## config.mk

```make
export PLATFORM = sky130hd
export DESIGN_NAME = alu_arbiter_flat
export DESIGN_NICKNAME = d
export VERILOG_FILES = /design/src/rtl/alu_arbiter_if.sv /design/src/rtl/alu_arbiter.sv /design/src/flat_wrapper.sv
export SDC_FILE = /design/constraint.sdc
export NUM_CORES = 1
export LEC_CHECK = 0
export CAP_MARGIN = 40
export CORE_ASPECT_RATIO = 1.1
export CORE_MARGIN = 2
export CORE_UTILIZATION = 39
export DETAILED_ROUTE_END_ITERATION = 8
export GPL_TIMING_DRIVEN = 0
export PLACE_DENSITY = 0.79
export SLEW_MARGIN = 20
export SYNTH_ARGS = -nofsm -noshare
export SYNTH_HDL_FRONTEND = slang
export SYNTH_SLANG_ARGS = --single-unit
```

## constraint.sdc

```tcl
create_clock -name clk -period 1.75 [get_ports clk]
set_clock_uncertainty 0.15 [all_clocks]
set_input_delay 0.35 -clock clk [delete_from_list [all_inputs] [get_ports clk]]
set_output_delay 0.35 -clock clk [all_outputs]
set_load 0.1 [all_outputs]
```

## src/rtl/alu_arbiter_if.sv

```systemverilog
// Requester-side bus of the shared ALU arbiter.
// Master modport for the requesters, slave modport for the arbiter.
interface alu_arbiter_if #(
   parameter int WIDTH = 32
);
   logic             req0;
   logic             req1;
   logic [2:0]       ctrl0;
   logic [2:0]       ctrl1;
   logic [WIDTH-1:0] a0;
   logic [WIDTH-1:0] b0;
   logic [WIDTH-1:0] a1;
   logic [WIDTH-1:0] b1;
   logic             gnt0;
   logic             gnt1;
   logic             done0;
   logic             done1;
   logic [WIDTH-1:0] res;
   logic             res_z;
   logic             res_abcd;
   logic             busy;

   modport master (
      output req0, req1, ctrl0, ctrl1,
      output a0, b0, a1, b1,
      input  gnt0, gnt1, done0, done1,
      input  res, res_z, res_abcd, busy
   );

   modport slave (
      input  req0, req1, ctrl0, ctrl1,
      input  a0, b0, a1, b1,
      output gnt0, gnt1, done0, done1,
      output res, res_z, res_abcd, busy
   );
endinterface

```

## src/rtl/alu_arbiter.sv

```systemverilog
// Two-requester front end for one shared combinational ALU.
// Round-robin by default; ALU_ARB_FIXED_PRIO_EN selects fixed priority.
module alu_arbiter #(
   parameter int WIDTH = 32
) (
   input  logic             clk,
   input  logic             rst_n,
   alu_arbiter_if.slave     bus,
   output logic [2:0]       alu_ctrl,
   output logic [WIDTH-1:0] alu_a,
   output logic [WIDTH-1:0] alu_b,
   input  logic [WIDTH-1:0] alu_out,
   input  logic             alu_z,
   input  logic             alu_abcd
);
   typedef enum logic [1:0] {
      IDLE = 2'd0,
      EXEC = 2'd1,
      RESP = 2'd2
   } state_t;

   state_t           state_q, state_d;
   logic             owner_q, owner_d;
   logic [2:0]       ctrl_q, ctrl_d;
   logic [WIDTH-1:0] a_q, a_d;
   logic [WIDTH-1:0] b_q, b_d;
   logic [WIDTH-1:0] res_q, res_d;
   logic             z_q, z_d;
   logic             abcd_q, abcd_d;
   logic             gnt0_q, gnt0_d;
   logic             gnt1_q, gnt1_d;
   logic             done0_q, done0_d;
   logic             done1_q, done1_d;
   logic             busy_q, busy_d;
   logic             pick1;

`ifdef ALU_ARB_FIXED_PRIO_EN
   // Requester 0 always wins a contested cycle
   always_comb pick1 = ~bus.req0;
`else
   logic last_q, last_d;

   // Contested cycle goes to whoever was not served last
   always_comb pick1 = bus.req1 & (~bus.req0 | ~last_q);

   // Remember the most recently granted requester
   always_comb begin
      last_d = last_q;
      if (state_q == IDLE && (bus.req0 || bus.req1))
         last_d = pick1;
   end

   // Round-robin pointer; requester 0 wins first after reset
   always_ff @(posedge clk or negedge rst_n) begin
      if (!rst_n) last_q <= 1'b1;
      else        last_q <= last_d;
   end
`endif

   // Next state, operand capture and registered output pulses
   always_comb begin
      state_d = state_q;
      owner_d = owner_q;
      ctrl_d  = ctrl_q;
      a_d     = a_q;
      b_d     = b_q;
      res_d   = res_q;
      z_d     = z_q;
      abcd_d  = abcd_q;
      case (state_q)
         IDLE: begin
            if (bus.req0 || bus.req1) begin
               state_d = EXEC;
               owner_d = pick1;
               ctrl_d  = pick1 ? bus.ctrl1 : bus.ctrl0;
               a_d     = pick1 ? bus.a1 : bus.a0;
               b_d     = pick1 ? bus.b1 : bus.b0;
            end
         end
         EXEC: begin
            state_d = RESP;
            res_d   = alu_out;
            z_d     = alu_z;
            abcd_d  = alu_abcd;
         end
         RESP:    state_d = IDLE;
         default: state_d = IDLE;
      endcase
      gnt0_d  = (state_d == EXEC) & ~owner_d;
      gnt1_d  = (state_d == EXEC) &  owner_d;
      done0_d = (state_d == RESP) & ~owner_d;
      done1_d = (state_d == RESP) &  owner_d;
      busy_d  = (state_d != IDLE);
   end

   // State and datapath registers; reset drops any in-flight op
   always_ff @(posedge clk or negedge rst_n) begin
      if (!rst_n) begin
         state_q <= IDLE;
         owner_q <= 1'b0;
         ctrl_q  <= '0;
         a_q     <= '0;
         b_q     <= '0;
         res_q   <= '0;
         z_q     <= 1'b0;
         abcd_q  <= 1'b0;
         gnt0_q  <= 1'b0;
         gnt1_q  <= 1'b0;
         done0_q <= 1'b0;
         done1_q <= 1'b0;
         busy_q  <= 1'b0;
      end else begin
         state_q <= state_d;
         owner_q <= owner_d;
         ctrl_q  <= ctrl_d;
         a_q     <= a_d;
         b_q     <= b_d;
         res_q   <= res_d;
         z_q     <= z_d;
         abcd_q  <= abcd_d;
         gnt0_q  <= gnt0_d;
         gnt1_q  <= gnt1_d;
         done0_q <= done0_d;
         done1_q <= done1_d;
         busy_q  <= busy_d;
      end
   end

   assign alu_ctrl     = ctrl_q;
   assign alu_a        = a_q;
   assign alu_b        = b_q;
   assign bus.gnt0     = gnt0_q;
   assign bus.gnt1     = gnt1_q;
   assign bus.done0    = done0_q;
   assign bus.done1    = done1_q;
   assign bus.res      = res_q;
   assign bus.res_z    = z_q;
   assign bus.res_abcd = abcd_q;
   assign bus.busy     = busy_q;
endmodule

```

## src/flat_wrapper.sv

```systemverilog
// flat-port wrapper written by rule: the top's interface ports become plain ports
module alu_arbiter_flat 
#(
   parameter int WIDTH = 32
)
  (clk, rst_n, alu_ctrl, alu_a, alu_b, alu_out, alu_z, alu_abcd, bus_req0, bus_req1, bus_ctrl0, bus_ctrl1, bus_a0, bus_b0, bus_a1, bus_b1, bus_gnt0, bus_gnt1, bus_done0, bus_done1, bus_res, bus_res_z, bus_res_abcd, bus_busy);
  alu_arbiter_if #(.WIDTH(WIDTH)) bus_i ();
  input  logic clk;
  input  logic rst_n;
  output logic [2:0] alu_ctrl;
  output logic [WIDTH-1:0] alu_a;
  output logic [WIDTH-1:0] alu_b;
  input  logic [WIDTH-1:0] alu_out;
  input  logic alu_z;
  input  logic alu_abcd;
  input wire logic [$bits(bus_i.req0)-1:0] bus_req0;
  input wire logic [$bits(bus_i.req1)-1:0] bus_req1;
  input wire logic [$bits(bus_i.ctrl0)-1:0] bus_ctrl0;
  input wire logic [$bits(bus_i.ctrl1)-1:0] bus_ctrl1;
  input wire logic [$bits(bus_i.a0)-1:0] bus_a0;
  input wire logic [$bits(bus_i.b0)-1:0] bus_b0;
  input wire logic [$bits(bus_i.a1)-1:0] bus_a1;
  input wire logic [$bits(bus_i.b1)-1:0] bus_b1;
  output wire logic [$bits(bus_i.gnt0)-1:0] bus_gnt0;
  output wire logic [$bits(bus_i.gnt1)-1:0] bus_gnt1;
  output wire logic [$bits(bus_i.done0)-1:0] bus_done0;
  output wire logic [$bits(bus_i.done1)-1:0] bus_done1;
  output wire logic [$bits(bus_i.res)-1:0] bus_res;
  output wire logic [$bits(bus_i.res_z)-1:0] bus_res_z;
  output wire logic [$bits(bus_i.res_abcd)-1:0] bus_res_abcd;
  output wire logic [$bits(bus_i.busy)-1:0] bus_busy;
  assign bus_i.req0 = bus_req0;
  assign bus_i.req1 = bus_req1;
  assign bus_i.ctrl0 = bus_ctrl0;
  assign bus_i.ctrl1 = bus_ctrl1;
  assign bus_i.a0 = bus_a0;
  assign bus_i.b0 = bus_b0;
  assign bus_i.a1 = bus_a1;
  assign bus_i.b1 = bus_b1;
  assign bus_gnt0 = bus_i.gnt0;
  assign bus_gnt1 = bus_i.gnt1;
  assign bus_done0 = bus_i.done0;
  assign bus_done1 = bus_i.done1;
  assign bus_res = bus_i.res;
  assign bus_res_z = bus_i.res_z;
  assign bus_res_abcd = bus_i.res_abcd;
  assign bus_busy = bus_i.busy;
  alu_arbiter #(.WIDTH(WIDTH)) u_core (.clk(clk), .rst_n(rst_n), .bus(bus_i), .alu_ctrl(alu_ctrl), .alu_a(alu_a), .alu_b(alu_b), .alu_out(alu_out), .alu_z(alu_z), .alu_abcd(alu_abcd));
endmodule
```

# After elaboration in Yosys (flattened, before gate mapping)
# Cells that the tools add are included.
# W data, S select, Z words.
word_totals:
  mem_count: 0
  ff_bits: 110
  mem_bits_rw: 0
  latch_bits: 0
  mem_bits_ro: 0
classes:
  order_cmp: 0
  reduce_logical: 5
  bitwise_logic: 9
  div: 0
  addsub: 0
  eq_ne: 3
  n_mux: 7
  n_shift: 0
  n_mul: 0
op_table:
  columns: ["operator", "count"]
  rows:
  - ["$mux W32", 2]
  - ["$and A1 B1 Y1", 5]
  - ["$eq A2 B1 Y1 const B", 2]
  - ["$pmux W2 S2", 1]
  - ["$mux W3", 1]
  - ["$not A1 Y1", 3]
  - ["$eq A2 B2 Y1 const B", 1]
  - ["$logic_not A2 Y1", 1]
  - ["$mux W1", 2]
  - ["$mux W2", 1]
  - ["$reduce_and A2 Y1", 1]
  - ["$reduce_bool A2 Y1", 1]
  - ["$logic_and A1 B1 Y1", 1]
  - ["$logic_or A1 B1 Y1", 1]
  - ["$or A1 B1 Y1", 1]

# Depth between registers and ports, before layout
# Gate-level depths: netlist of run 1.
depth:
  depth_word: 7
  ltp_mapped: 7
  ltp_nobuf: 4

# Least setup slack after synthesis of run 1
# Ideal clock, no wire load.
synth_path:
  path_kind: "reg-to-reg"
  from: "register u_core.last_q"
  to: "register u_core.b_q[11], in the netlist u_core.alu_b[11]"
  setup_ns: 0.082
  synth_period_minus_slack_ns: 1.496
  path_stages_with_launch: 7
  path_slack_ns: 0.254
  required_time_ns: 1.518
  arrival_ns: 1.264
  path_cell_list: "dfstp_2 -> a21bo_1 -> buf_2 -> buf_6 -> buf_2 -> nand2_1 -> a31oi_2"
synth_between:
  elab_chain_len: 4
synth_lines:
  columns: ["element", "line_no", "rtl"]
  rows:
  - ["from (decl)", "alu_arbiter.sv:41", "logic last_q, last_d;"]
  - ["from (signal assigned)", "alu_arbiter.sv:56", "else last_q <= last_d;"]
  - ["$not A1 Y1", "alu_arbiter.sv:44", "always_comb pick1 = bus.req1 & (~bus.req0 | ~last_q);"]
  - ["$or A1 B1 Y1", "alu_arbiter.sv:44", null]
  - ["$and A1 B1 Y1", "alu_arbiter.sv:44", null]
  - ["$mux W32", "alu_arbiter.sv:77", "b_d = pick1 ? bus.b1 : bus.b0;"]
  - ["to (signal assigned)", "alu_arbiter.sv:103", "b_q <= '0;"]
  - ["to (signal assigned)", "alu_arbiter.sv:117", "b_q <= b_d;"]
  - ["to (decl)", "alu_arbiter.sv:26", "logic [WIDTH-1:0] b_q, b_d;"]
# Every way passes these cells.
# A chain may end at the register's enable or synchronous reset.

# Worst setup path in the final report of run 1
layout_path:
  from: "register u_core.a_q[30], in the netlist u_core.alu_a[30]"
  to: "output port alu_a[30]"
layout_rtl:
  columns: ["element", "line_no", "rtl"]
  rows:
  - ["from (decl)", "alu_arbiter.sv:25", "logic [WIDTH-1:0] a_q, a_d;"]
  - ["from (signal assigned)", "alu_arbiter.sv:102", "a_q <= '0;"]
  - ["from (signal assigned)", "alu_arbiter.sv:116", "a_q <= a_d;"]
  - ["to (decl)", "flat_wrapper.sv:11", "output logic [WIDTH-1:0] alu_a;"]
# No word-level cell between the ends.

==> summary.md, run 1 <==
| Metric | Value |
|---|---|
| Status | `finished, final reports clean` |
| Hold_sp | `bus_req1` |
| Utilization after layout | `82.6%` |
| Fin Hold WS | `0.195 ns` |
| Hold WC Path Type | `in2reg` |
| Largest net degree at the start of global routing | `69` |
| Worst-Margin Slew | `0.420 ns` |
| Most common cell after layout, fill and taps aside | `nand2_1` |
| Data arrival time of the worst path | `1.22 ns` |
| Largest cells by area after synthesis | `dfrtp_1, nand2_1, a21oi_1` |
| CTS root buffer | `clkbuf_16` |
| Fmax | `0.581 GHz` |
| Max Cap Violations | `0` |
| Max Buffers Root-to-Sink | `2` |
| R2R Setup Slk | `0.08 ns` |
| WHS Endpoint | `u_core.last_q$_DFFE_PN1P_` |
| Reg2reg end | `u_core.alu_b[6]$_DFFE_PN0P_` |
| Setup TNS | `0 ns` |
| Fraction of layout cells with a size suffix above 1 | `22.4%` |
| Htree depth | `3` |
| Post-DP HPWL | `16200 um` |
| FF-to-FF path depth | `5` |
| Grt total ovfl | `0` |
| Vias in the first global route | `6207` |
| Antenna Violating Nets Remaining | `0` |
| Routed len/inst | `20.4 um` |
| Worst R2R Start | `u_core.last_q$_DFFE_PN1P_` |
| Clock Sink Count | `110` |
| Initial antenna violation count | `0` |
| Required time of the worst setup path | `1.25 ns` |
| Routed WL | `21300 um` |
| Hold Vio Cnt, Final | `0` |
| Final #Nets | `1054` |
| Number of port buffers | `277` |
| RePlAce Congestion | `0.896` |
| Post-synthesis area per instance | `9.03 um2` |
| First-pass GRT wire length | `33000 um` |
| Syn_nets | `712` |
| Hold Path Depth | `3` |
| Reg clk slew, reported paths | `0.07 ns` |
| Slew Limit Fails | `0` |
| Commonest non-fill, non-tap cells in the layout | `nand2_1, clkdlybuf4s50_1, dfrtp_1, buf_12, a21oi_1` |
| Post-route DRC | `0` |
| Via count | `5658` |
| Max transition margin | `72.0%` |
| Synth cell types | `21` |
| Crit Path Category | `reg2out` |
| Initial DRC Count | `458` |
| Total track usage | `31.6%` |
| FF+latch count, synth | `110` |
| Synth warn | `0` |
| CTS buffer count | `9` |
| Core ar. | `12100 um2` |
| Drt via density | `5.44` |
| Syn Inst Count | `540` |
| Sequential area share after synthesis | `56.5%` |
| Drt pass-1 iters | `5` |
| Io pins | `278` |
| Yosys top cell by area | `dfrtp_1` |
| Post-Syn Area | `4880 um2` |
| Total die area | `13400 um2` |
| Die Span X | `111 um` |
| Crit path launch type | `flip-flop` |
| Period minus WS final | `1.72 ns` |
| Syn-to-layout area delta | `106%` |
| Fin crit share | `98.3%` |
| Area share of the largest cell type after synthesis | `55.9%` |
| Worst skew pair latency | `0.34 ns` |
| Critical path peak fanout | `2` |
| TritonCTS clock tree | `built` |
| RSZ-0062 raised after global routing | `false` |
| Die Y | `121 um` |
| Setup violators final | `0` |
| Diodes inserted | `0` |
| # rows | `42` |
| Initial Utilization | `40.2%` |
| Critical Path Sink Type | `primary output` |
-- through the flow --
| stage | area, um2 | setup slack (ns) | cells |
|---|---|---|---|
| 3_5_place_dp | 9860 | -0.490 | 1078 |
| 4_1_cts | 9980 | -0.00440 | 1039 |
| 3_3_place_gp | 7840 | -3.92 | 971 |
| 6_report | 10000 | 0.0298 | 1041 |
| 2_1_floorplan | 4880 | 0.254 | 540 |
| 5_1_grt | 10000 | 0.000555 | 1041 |
-- worst max-delay path by stage --
stage,depth (start not counted),start,to
finish,2,u_core.alu_a[30]$_DFFE_PN0P_,alu_a[30]
CTS,2,u_core.alu_b[22]$_DFFE_PN0P_,alu_b[22]
global placement,1,rst_n,u_core.alu_b[22]$_DFFE_PN0P_
floorplan,6,u_core.last_q$_DFFE_PN1P_,u_core.alu_b[11]$_DFFE_PN0P_
detailed placement,6,bus_req1,u_core.alu_b[6]$_DFFE_PN0P_
global route,2,u_core.alu_a[30]$_DFFE_PN0P_,alu_a[30]
-- logic make-up after synthesis --
family          after synthesis  share of synthesized area (%)
compound gates              139                           18.9
buf+inv                      46                           5.23
flops                       110                           56.5
simple gates                245                           19.4
-- synthesized netlist by cell type, drive strengths merged --
cell type	instances
clkbuf	10
buf	34
a21bo	1
nand2b	1
and2	1
a21o	1
nor3	1
inv	2
a21oi	68
a21boi	1
nand2	238
nor2	3
dfstp	1
dfrtp	109
a31oi	68
or2	1
-- final cells by class --
cell class	count	area, um2
well taps	154	193
plain buffers	44	303
inverters	2	7.51
fillers	629	2110
clock inverters	6	86.3
multi-input cells	384	1890
repair buffers	331	4570
flip-flops and latches	110	2750
clock buffers	10	229
-- state kept, by name, indices dropped and copies added (netlist names) --
register             cells
u_core.bus.done0         1
u_core.owner_q           1
u_core.alu_a            32
u_core.bus.busy          1
u_core.bus.res_abcd      1
u_core.bus.done1         1
u_core.state_q           2
u_core.bus.gnt0          1
u_core.alu_b            32
u_core.alu_ctrl          3
u_core.bus.gnt1          1
u_core.last_q            1
u_core.bus.res          32
u_core.bus.res_z         1
-- repair_timing --
action | in CTS | in global routing
pin swaps | 0 | 1
setup endpoints to repair | 146 | 49
gates resized for setup | 143 | 23
hold buffers | 1 | 0
buffers inserted | 0 | 3
cloned | 0 | 0
endpoints found under the hold margin | 41 | 0
-- metal layers --
layer  vias to the layer above  wire length (um)  GRT usage (%)  part of all wire [%]
met5                         -                 0              0                     0
met4                         0              1000           16.1                   4.7
li1                       2485                 -              -                     -
met2                       385             11400           59.7                    54
met3                        74              1500           5.74                   7.1
met1                      2714              7370           33.8                    35
-- critical path, cell delays in order, from the launching register on --
cell	delay, ns
dfrtp_1	0.40
dlygate4sd2_1	0.30
buf_16	0.18
Power of run 1 is left out: the tool's default activity adds up to more than one toggle a clock period on the data nets, which glitch-free logic cannot reach.
==> run 2: changes to the inputs <==
==> constraint.sdc (replaced) <==
create_clock -name clk -period 1.75 [get_ports clk]
set_clock_uncertainty 0.15 [all_clocks]
set_input_delay 0.35 -clock clk [delete_from_list [all_inputs] [get_ports clk]]
set_output_delay 0.35 -clock clk [all_outputs]
set_load 0.01 [all_outputs]
==> run 2 against run 1 <==
First-iteration DRC count decreased by 32%; sequential share of layout area rose by 5.7 points; critical path depth decreased by 1; critical endpoint is now bus_res[28]; via count shrank 11%; setup slack better by 0.0023 ns; hold slack got worse by 0.019 ns; fmax grew 0.13%; non-clock buffer count is 50 lower; design area fell by 17%; sequential cell count unchanged; register-to-register slack improved by 0.03 ns.
==> summary.md, run 2 (synthesis gave the netlist of run 1 again) <==
| Metric | Value |
|---|---|
| Initial DRC Count | `312 (was 458)` |
| PD cells | `1600 nW/um2` |
| Antenna Violating Nets Remaining | `0 (unchanged)` |
| Multi-input gate area | `1880 um2 (was 1890 um2)` |
| Crit path cell chain | `clkdlybuf4s50_1 (was dlygate4sd2_1, buf_16)` |
| Total power | `13.3 mW` |
| Crit Path Category | `reg2out (unchanged)` |
| CTS root buffer | `clkbuf_16 (unchanged)` |
| Hold WC Path Type | `in2reg (unchanged)` |
| Hold Path Depth | `2 (was 3)` |
| Fill count | `971 (was 629)` |
| Vias in the first global route | `5136 (was 6207)` |
| Die Y | `121 um (unchanged)` |
| Htree depth | `3 (unchanged)` |
| Total die area | `13400 um2 (unchanged)` |
| Total track usage | `23.9% (was 31.6%)` |
| TritonCTS clock tree | `built (unchanged)` |
| Initial Utilization | `40.2% (unchanged)` |
| Routed WL | `16500 um (was 21300 um)` |
| Max Cap Violations | `0 (unchanged)` |
| Number of port buffers | `277 (unchanged)` |
| Max transition margin | `66.6% (was 72.0%)` |
| Commonest non-fill, non-tap cells in the layout | `nand2_1, clkdlybuf4s50_1, dfrtp_1, a21oi_1, dlygate4sd2_1 (was nand2_1, clkdlybuf4s50_1, dfrtp_1, buf_12, a21oi_1)` |
| Slew Limit Fails | `0 (unchanged)` |
| Diodes inserted | `0 (unchanged)` |
| RePlAce Congestion | `0.896 (unchanged)` |
| Final #Nets | `1004 (was 1054)` |
| CP Buf/Inv Count | `1 (was 2)` |
| Worst R2R Start | `u_core.state_q[1]$_DFF_PN0_ (was u_core.last_q$_DFFE_PN1P_)` |
| Fmax | `0.582 GHz (was 0.581 GHz)` |
| Data arrival time of the worst path | `1.22 ns (about the same)` |
| Die Span X | `111 um (unchanged)` |
| Hold_sp | `bus_req0 (was bus_req1)` |
| # rows | `42 (unchanged)` |
| Fin Hold WS | `0.176 ns (was 0.195 ns)` |
| Dpl cell area | `7870 um2 (was 9860 um2)` |
| Non-Filler Instances | `991 (was 1041)` |
| Placed insts | `972 (was 1078)` |
| Reg clk slew, reported paths | `0.07 ns (about the same)` |
| FF-to-FF path depth | `4 (was 5)` |
| Worst-Margin Slew | `0.501 ns (was 0.420 ns)` |
| Period minus WS final | `1.72 ns (about the same)` |
| Drt via density | `5.06 (was 5.44)` |
| Cell family with most CP delay | `buffers and inverters (unchanged)` |
| Setup violators final | `0 (unchanged)` |
| Critical path peak fanout | `2 (unchanged)` |
| Initial antenna violation count | `0 (unchanged)` |
| Grt total ovfl | `0 (unchanged)` |
| Drt pass-1 iters | `4 (was 5)` |
| Max Buffers Root-to-Sink | `2 (unchanged)` |
| Register Area | `2750 um2 (unchanged)` |
| Required time of the worst setup path | `1.25 ns (about the same)` |
| Largest net degree at the start of global routing | `69 (unchanged)` |
| Clock Sink Count | `110 (unchanged)` |
| Core ar. | `12100 um2 (unchanged)` |
| Setup TNS | `0 ns (unchanged)` |
| Worst skew pair latency | `0.33 ns (was 0.34 ns)` |
| Post-DP HPWL | `12700 um (was 16200 um)` |
| Crit-path max cell delay | `0.53 ns (was 0.40 ns)` |
| First-pass GRT wire length | `25700 um (was 33000 um)` |
| Status | `finished, final reports clean (unchanged)` |
| Hold Vio Cnt, Final | `0 (unchanged)` |
| Post-route DRC | `0 (unchanged)` |
| R2R Setup Slk | `0.11 ns (was 0.08 ns)` |
| Crit path max-delay cell type | `clkdlybuf4s50_1 (was dfrtp_1)` |
| Leak pwr | `4.07 nW` |
| Fin area | `8310 um2 (was 10000 um2)` |
| Via count | `5012 (was 5658)` |
| Syn-to-layout area delta | `70.4% (was 106%)` |
| Reg2reg end | `u_core.alu_a[28]$_DFFE_PN0P_ (was u_core.alu_b[6]$_DFFE_PN0P_)` |
| Fraction of layout cells with a size suffix above 1 | `10.6% (was 22.4%)` |
| WHS Endpoint | `u_core.last_q$_DFFE_PN1P_ (unchanged)` |
| Most common cell after layout, fill and taps aside | `nand2_1 (unchanged)` |
| Fin crit share | `98.2% (was 98.3%)` |
| Critical Path Sink Type | `primary output (unchanged)` |
| Crit path launch type | `flip-flop (unchanged)` |
| CTS buffer count | `9 (unchanged)` |
| Worst VDD drop | `0.000769 V` |
| Io pins | `278 (unchanged)` |
| Routed len/inst | `16.6 um (was 20.4 um)` |
run 2: cell types whose count changed in the layout (fill, tap and decap cells not counted), moves of 3 or more:
cell / before / now
buf_12: 74 / 1
dlymetal6s2s_1: 1 / 46
buf_16: 33 / 1
clkdlybuf4s50_1: 168 / 181
dlygate4sd2_1: 43 / 49
clkdlybuf4s15_1: 5 / 0
clkbuf_2: 10 / 7
run 2: what timing repair did:
item,CTS,global route
pin swaps,0,1
endpoints found under the setup margin,83,98
resized for setup,57,63
buffers inserted,0,2
hold endpoints to repair,41,0
hold buffers,1,0
run 2: power by group:
part | internal (mW) | switching, mW
clock network | 1.15 | 0.899
registers | 3.84 | 0.687
logic | 3.19 | 3.52
total | 8.18 | 5.10
run 2: area by class of cell:
cell class | count | area share (%)
plain buffers | 44 | 3.40
clock buffers | 11 | 2.92
clock inverters | 5 | 0.692
inverters | 2 | 0.0903
multi-input cells | 384 | 22.7
flip-flops and latches | 110 | 33.1
well taps | 154 | 2.32
repair buffers | 281 | 34.8
run 2: through the flow:
step	utilization (%)	worst slack, ns
after floorplan	-	0.255
after global placement	64.6	-3.92
after detailed placement	64.8	-0.432
after CTS	67.1	0.000473
after global routing	68.5	-0.00425
final	68.5	0.0321
run 2: how the worst max path moves through the flow:
stage	startpoint	endpoint	slack, ns	depth (start not counted)
3_3_place_gp	rst_n	u_core.alu_b[22]$_DFFE_PN0P_	-3.92	1
5_1_grt	u_core.state_q[1]$_DFF_PN0_	u_core.alu_b[19]$_DFFE_PN0P_	-0.004	7
6_report	u_core.bus.res[28]$_DFFE_PN0N_	bus_res[28]	0.03	1
2_1_floorplan	u_core.last_q$_DFFE_PN1P_	u_core.alu_b[11]$_DFFE_PN0P_	0.25	6
3_5_place_dp	bus_req1	u_core.alu_b[23]$_DFFE_PN0P_	-0.43	6
4_1_cts	u_core.bus.res[13]$_DFFE_PN0N_	bus_res[13]	0.0005	1
run 2: layer usage:
layer	vias up	share of wire, %	GRT usage [%]
met1	2377	40	28.2
met5	-	0	0
met3	20	6.1	5.34
met2	218	52	44.1
met4	0	1.5	6.64
li1	2397	-	-
Note: power is estimated with default switching activity, not from simulation.
